## src/rtl/mem_unit.sv

```systemverilog
// mem_unit: memory stage holding MAR/MDR, a single-port RAM and the
// MEM_EN/MEM_RW/MFC access handshake. Each access is snapshotted on accept,
// so the FSMs may keep updating MAR/MDR while MFC is high.
// Optional feature macro: MEM_CLEAR_EN (zero the RAM after every reset).
module mem_unit #(
    parameter int unsigned DATA_W  = 16,
    parameter int unsigned ADDR_W  = 8,
    parameter int unsigned LATENCY = 2
) (
    input  logic              clk,
    input  logic              reset,
    input  logic [DATA_W-1:0] bus_in,
    input  logic              MAR_write,
    input  logic              MAR_mem_read,
    input  logic              MDR_write,
    input  logic              MDR_mem_read,
    input  logic              MDR_read,
    input  logic              MEM_EN,
    input  logic              MEM_RW,
    output logic              MFC,
    output logic [DATA_W-1:0] bus_out,
    output logic              bus_oe,
    output logic              ovr,
    output logic [ADDR_W-1:0] mar_q,
    output logic [DATA_W-1:0] mdr_q
);

    localparam int unsigned Depth   = 1 << ADDR_W;
    localparam logic [3:0]  CntInit = 4'(LATENCY - 1);

`ifdef MEM_CLEAR_EN
    typedef enum logic [1:0] {StIdle = 2'd0, StBusy = 2'd1, StClear = 2'd2} state_e;
`else
    typedef enum logic [1:0] {StIdle = 2'd0, StBusy = 2'd1} state_e;
`endif

    state_e              r_state;
    state_e              w_state_d;
    logic [3:0]          r_cnt;
    logic [3:0]          w_cnt_d;
    logic                r_mfc;
    logic                w_mfc_d;
    logic                r_ovr;
    logic                w_ovr_d;
    logic                w_accept;
    logic                w_complete;

    logic [ADDR_W-1:0]   r_mar;
    logic [DATA_W-1:0]   r_mdr;
    logic                r_snap_rw;
    logic                r_snap_we;
    logic [ADDR_W-1:0]   r_snap_addr;
    logic [DATA_W-1:0]   r_snap_data;

    logic [DATA_W-1:0]   r_mem [Depth];
    logic                w_ram_we;
    logic [ADDR_W-1:0]   w_ram_addr;
    logic [DATA_W-1:0]   w_ram_data;
    logic [DATA_W-1:0]   w_rd_data;

`ifdef MEM_CLEAR_EN
    logic [ADDR_W-1:0]   r_clr_addr;
`endif

    // Next-state logic: accept in IDLE only, count down in BUSY, complete at zero.
    always_comb begin
        w_state_d  = r_state;
        w_cnt_d    = r_cnt;
        w_mfc_d    = r_mfc;
        w_ovr_d    = 1'b0;
        w_accept   = 1'b0;
        w_complete = 1'b0;
        unique case (r_state)
            StIdle: begin
                if (MEM_EN) begin
                    w_accept  = 1'b1;
                    w_cnt_d   = CntInit;
                    w_mfc_d   = 1'b1;
                    w_state_d = StBusy;
                end
            end
            StBusy: begin
                // Requests while busy (completion cycle included) are dropped and flagged.
                w_ovr_d = MEM_EN;
                if (r_cnt != 4'd0) begin
                    w_cnt_d = r_cnt - 4'd1;
                end else begin
                    w_complete = 1'b1;
                    w_mfc_d    = 1'b0;
                    w_state_d  = StIdle;
                end
            end
`ifdef MEM_CLEAR_EN
            StClear: begin
                w_ovr_d = MEM_EN;
                w_mfc_d = 1'b1;
                if (&r_clr_addr) begin
                    w_mfc_d   = 1'b0;
                    w_state_d = StIdle;
                end
            end
`endif
            default: begin
                w_state_d = StIdle;
                w_mfc_d   = 1'b0;
            end
        endcase
    end

    // Control state register; MFC comes up with reset when the clear sweep is built in.
    always_ff @(posedge clk) begin
        if (reset) begin
`ifdef MEM_CLEAR_EN
            r_state <= StClear;
            r_mfc   <= 1'b1;
`else
            r_state <= StIdle;
            r_mfc   <= 1'b0;
`endif
            r_cnt   <= 4'd0;
            r_ovr   <= 1'b0;
        end else begin
            r_state <= w_state_d;
            r_cnt   <= w_cnt_d;
            r_mfc   <= w_mfc_d;
            r_ovr   <= w_ovr_d;
        end
    end

    // MAR/MDR transfers and the access snapshot taken on accept.
    always_ff @(posedge clk) begin
        if (reset) begin
            r_mar       <= '0;
            r_mdr       <= '0;
            r_snap_rw   <= 1'b0;
            r_snap_we   <= 1'b0;
            r_snap_addr <= '0;
            r_snap_data <= '0;
`ifdef MEM_CLEAR_EN
            r_clr_addr  <= '0;
`endif
        end else begin
            // Indirect load reads MDR before any same-edge MDR update.
            if (MAR_write) begin
                r_mar <= bus_in[ADDR_W-1:0];
            end else if (MAR_mem_read) begin
                r_mar <= r_mdr[ADDR_W-1:0];
            end
            // RAM read data beats a same-edge bus write.
            if (w_complete && r_snap_rw) begin
                r_mdr <= w_rd_data;
            end else if (MDR_write) begin
                r_mdr <= bus_in;
            end
            if (w_accept) begin
                r_snap_rw   <= MEM_RW;
                r_snap_we   <= MDR_mem_read;
                r_snap_addr <= r_mar;
                r_snap_data <= r_mdr;
            end
`ifdef MEM_CLEAR_EN
            if (r_state == StClear) begin
                r_clr_addr <= r_clr_addr + ADDR_W'(1);
            end
`endif
        end
    end

    // RAM write port select; reset on the completion edge aborts the store.
    always_comb begin
        w_ram_we   = w_complete && !r_snap_rw && r_snap_we && !reset;
        w_ram_addr = r_snap_addr;
        w_ram_data = r_snap_data;
`ifdef MEM_CLEAR_EN
        if (r_state == StClear && !reset) begin
            w_ram_we   = 1'b1;
            w_ram_addr = r_clr_addr;
            w_ram_data = '0;
        end
`endif
    end

    // RAM array: contents survive reset.
    always_ff @(posedge clk) begin
        if (w_ram_we) begin
            r_mem[w_ram_addr] <= w_ram_data;
        end
    end

    assign w_rd_data = r_mem[r_snap_addr];

    assign MFC     = r_mfc;
    assign ovr     = r_ovr;
    assign mar_q   = r_mar;
    assign mdr_q   = r_mdr;
    assign bus_oe  = MDR_read;
    assign bus_out = MDR_read ? r_mdr : '0;

endmodule

```

## config.mk

```make
export PLATFORM = sky130hd
export DESIGN_NAME = mem_unit
export DESIGN_NICKNAME = d
export VERILOG_FILES = /design/src/rtl/mem_unit.sv
export SDC_FILE = /design/constraint.sdc
export NUM_CORES = 2
export LEC_CHECK = 0
export CORE_MARGIN = 1.5
export CORE_UTILIZATION = 40
export CTS_CLUSTER_SIZE = 16
export DETAILED_ROUTE_END_ITERATION = 8
export SLEW_MARGIN = 15
export SYNTH_ARGS = -nofsm -noshare
export SYNTH_HDL_FRONTEND = slang
export SYNTH_SLANG_ARGS = --single-unit
export TNS_END_PERCENT = 20
```

## constraint.sdc

```tcl
create_clock -name clk -period 5.8 [get_ports clk]
set_input_delay 1.16 -clock clk [delete_from_list [all_inputs] [get_ports clk]]
set_output_delay 1.16 -clock clk [all_outputs]
set_load 0.02 [all_outputs]
```

Word level (Yosys, flattened, before mapping):

Memories as Yosys holds them, arrays and structs flattened. A register that Yosys moved wholly into a read port is not among the register bits.
Index checks and enable logic that the tools add are counted.

* register bits after elaboration: 58
* memory bits (writable): 4096
* input bits: 25
* logic and storage cells: 53
* memories kept: 1

Memories
* r_mem: words 256, width 16, rd ports 1, clocked after memory_dff 1, wr ports 1, line 55 `logic [DATA_W-1:0] r_mem [Depth];`

* $add $sub $neg: 1
* equality and inequality tests: 4
* mux-type cells: 22
* bitwise gates (word level): 1
* reductions and logical operators: 14

Operators with widths (number)
* 2-to-1 mux 16 bit: 3
* 2-to-1 mux 8 bit: 4
* 2-to-1 mux 1 bit: 8
* 2-to-1 mux 4 bit: 2
* one-hot mux 4 bit (2 select lines): 1
* != test 2 bit (second input constant): 3
* nonzero test 2 bit: 3
* logical AND 1 bit: 4
* 2-to-1 mux 2 bit: 2
* one-hot mux 2 bit (2 select lines): 1
* nonzero test 4 bit: 1
* subtractor 4 x 1 -> 4 bit (second input constant): 1
* AND reduction 3 bit: 1
* == test 2 x 1 -> 1 bit (second input constant): 1
* logical NOT 1 bit: 2
* logical NOT 2 bit: 1
* one-hot mux 1 bit (2 select lines): 1
* AND reduction 2 bit: 1
* OR reduction 2 bit: 1
* inverter 1 bit: 1

Longest topological paths before layout:

* depth in word-level cells: 8
* mapped depth: 14
* gate-level depth less buffers: 9

Least setup slack after synthesis:

No wires, ideal clock.

* path type: register -> register
* from: reg r_snap_data[0]
* to: mem r_mem[0][0], data pin
* data arrival time: 3397 ps
* setup slack: 1547 ps
* cell stages (with the launch flop): 1
* buffers on the path: 0
* path through: dfxtp_1

RTL lines
* from (decl): line 53 `logic [DATA_W-1:0] r_snap_data;`
* from (signal assigned): line 159 `r_snap_data <= r_mdr;`
* to (decl): line 55

Straight into the memory's write port.

Worst setup path in the final report:

* from: reg r_cnt[0]
* to: reg r_mdr[4], in the netlist mdr_q[4]

* cells in the longest elaborated chain, start to end: 5
* elaborated cells on any way between the ends: 6
* classes of those cells: 3 x mux; 3 x reduce/logical

RTL lines
* from (decl): line 39 `logic [3:0] r_cnt;`
* from (signal assigned): line 124 `r_cnt <= w_cnt_d;`
* nonzero test 4 bit (*): line 85 `if (r_cnt != 4'd0) begin`
* 2-to-1 mux 1 bit (*): line 85
* 2-to-1 mux 1 bit (*): line 73 `unique case (r_state)`
* logical AND 1 bit (*): line 150 `if (w_complete && r_snap_rw) begin`
* 2-to-1 mux 16 bit / nonzero test 2 bit (equally long branches)
* to (signal assigned): line 151 `r_mdr <= w_rd_data;`
* to (signal assigned): line 153 `r_mdr <= bus_in;`
* to (decl): line 49 `logic [DATA_W-1:0] r_mdr;`

Mark *: on every way between the ends. The rest lies on a longest branch, timed or not.
A chain may end at the register's enable or synchronous reset.

==> impl_results.md <==
* Number of global-route vias before repair at ~80000
* CORE AREA at 0.399 mm²
* Internal at between 0.04 and 0.05 W
* Clock power share at around 43%
* Synth warn at 0
* WP data required at 6.72 ns
* Share of layout cells above drive strength 1 at between 20% and 30%
* Initial core utilization at between 40% and 50%
* CTS tree: built
* PD cells at 338 mW/mm²
* RSZ-0062 raised after global routing: false
* Routed via count at approximately 81000
* Worst slew margin at 12.1%
* Worst setup SP type: flip-flop
* Chip width at around 640 µm
* Final setup vio count at 0
* Starting DRT DRC Count at around 11000
* Total grt overflow at 0
* Maximum clock frequency at about 0.22 GHz
* Outcome: finished, final reports clean
* Final net count at 7984
* Largest net degree at the start of global routing at about 190
* FFs w/ async S/R, synth at 0%
* Vias per cell at between 5 and 6
* Post-CTS setup buffer count at 0
* DRT Wirelength at ~460000 µm
* Kind of critical path: reg2reg
* Sum Neg Setup Slack at 0 ns
* Post-synth EDFFs at around 4100
* First-pass DRT Iterations at 6
* Global Route Usage Sum at 22.2%
* Skew-Pair Late Insertion Delay at 1.00 ns
* Final period util at between 70% and 80%
* Post-Synthesis Cell Area at around 0.16 mm²
* Critical path peak fanout at 8
* Die area at 0.404 mm²
* Antenna Nets Post-Route at 0
* FF+latch count, synth at around 4200
* Die Y at about 640 µm
* R2R setup slack at 1.33 ns
* Synthesized area per cell at 21.7 µm²
* Count of pins over their slew limit at 0
* Fin crit period at between 4 and 5 ns
* Post-CTS sizing at 0
* Detailed-route DRC error count at 0
* Synth top area share at between 70% and 80%
* Top-count cell post-synth: edfxtp_1
* First-pass GRT wire length at between 600000 and 700000 µm
* R2R depth at 10
* Dominant cells by area after synthesis: edfxtp_1 77%, mux4_2 14%, mux2i_1 2.0%
* Cells after synthesis at roughly 7400
* Post-detail-place hpwl at about 280000 µm
* Worst hold path depth at 2
* Commonest register cell after synthesis: edfxtp_1
* Buffers added on ports at 67
* # rows at around 230
* Sequential area share after synthesis at between 70% and 80%
* Clock Tree Root: clkbuf_16
* Clock Sinks at between 4000 and 5000
* Drt wl/cell at about 34 µm
* Final GP Congestion at approximately 0.9
* Reg-to-reg endpoint: mdr_q[4]
* Mapped Nets at between 7000 and 8000
* FF-to-FF Start: r_cnt[0]
* Critical Path Sink: mdr_q[4]
* H-tree levels at 5
* Hold buffers post-CTS at 0
* Max cap viols at 0
* Synth cell count leaders: 4096 x edfxtp_1, 966 x mux4_2, 363 x nor2_1
* Reg power frac at between 50% and 60%
* Num CTS Buffers at 418
* Antenna violations before repair at 27
* Beginning of the critical path: r_cnt[0]
* Sw Share at between 20% and 30%
* CP Capture Type: flip-flop
* Logic pwr share at under 10%
* Hold Fails Final Rpt at 0
* CP Data Arrival Time at between 5 and 6 ns
* Leak at ~56 nW
* Clock Pin Slew Worst Setup and Hold Paths at 0.06 ns
* Hold slack at between 0.4 and 0.5 ns
* Sw power at 0.0130 W
* Synthesis-to-layout area growth at 14.4%
* Synth area leader: edfxtp_1
* Worst-Margin Slew at between 1 and 1.5 ns
* Post-Route Skew at roughly 0.073 ns
* Synth cell types at between 60 and 70
* VDD IR max at a little under 300 µV
* I/O pin count at between 60 and 70
* Max Root-Sink Buffers at 4
* Min-delay worst type: reg2reg
critical path, stage by stage (launching register included):
cell and delay [ns]:
dfxtp_1 0.33, inv_1 0.09, ha_1 0.22, nor3b_1 0.35
nand3_1 0.29, buf_4 0.28, or3_1 0.74, nor3_1 0.58
nand3_1 0.49, o31ai_1 0.77, a22o_1 0.23
kinds of logic (layout without fill, tap and decap cells):
group	after synthesis	after routing	share of synthesized area, %
flops	4160	4160	77.6
mux	1311	1311	15.8
simple gates	856	856	2.36
compound gates	618	618	2.69
buf+inv	436	1367	1.55
fa+ha+maj	1	1	0.00781
other cells	0	12	0
area by class of cell:
class	instances	area, µm²
flip-flops and latches	4160	124000
well taps	5265	6590
clock buffers	510	10900
repair buffers	583	5130
diodes	12	30.0
fillers	33000	216000
clock inverters	265	2610
inverters	9	46.3
multi-input cells	2786	33600
per-stage QoR:
stage | std cells | power [W] | setup WS, ns | instance area (µm²) | util, %
floorplan | 7382 | 0.0349 | 1.55 | 160000 | -
global placement | 12800 | 0.0358 | 0.597 | 170000 | 42.5
detailed placement | 12800 | 0.0358 | 1.13 | 170000 | 42.5
CTS | 13600 | 0.0623 | 1.41 | 183000 | 45.9
global route | 13600 | 0.0635 | 1.24 | 183000 | 45.9
finish | 13600 | 0.0620 | 1.33 | 183000 | 45.9
routing by layer:
metal / wire, µm / up-vias / GRT usage, %
met5: 24 / - / 0
li1: - / 32400 / -
met4: 22000 / 4 / 9.29
met1: 178000 / 43300 / 30.0
met3: 43700 / 744 / 4.90
met2: 214000 / 4163 / 34.9
worst min path at each step:
stage                    from        end
finish              r_snap_we  r_snap_we
global route        r_snap_we  r_snap_we
CTS                     reset   r_cnt[0]
detailed placement  r_snap_we  r_snap_we
global placement     mar_q[0]  flip-flop
floorplan           r_snap_we  r_snap_we
power groups by stage:
stage | registers (W) | clock network (W) | logic [W]
finish | 0.0331 | 0.0268 | 0.00209
floorplan | 0.0339 | 0 | 0.000996
detailed placement | 0.0338 | 0 | 0.00207
CTS | 0.0331 | 0.0271 | 0.00208
global placement | 0.0338 | 0 | 0.00204
global route | 0.0331 | 0.0282 | 0.00216
state kept, by name, indices dropped and copies added (netlist names), named ones only:
name	count
r_snap_data	16
r_mem	4096
r_cnt	4
r_snap_rw	1
mar_q	8
ovr	1
r_snap_we	1
mdr_q	16
r_state	1
r_snap_addr	8
layout by cell type (no fill, tap or decap), drive strengths merged, types with 64 or more instances in the layout:
cell type	Yosys	routed
clkinv	2	194
dfxtp	64	64
clkbuf	186	510
o22ai	94	94
nor3	76	76
a21oi	135	135
clkdlybuf4s50	0	66
nor2	363	363
mux4	966	966
mux2i	312	312
nand2	218	218
o221ai	106	106
edfxtp	4096	4096
buf	241	517
(Power assumes the default switching activity.)
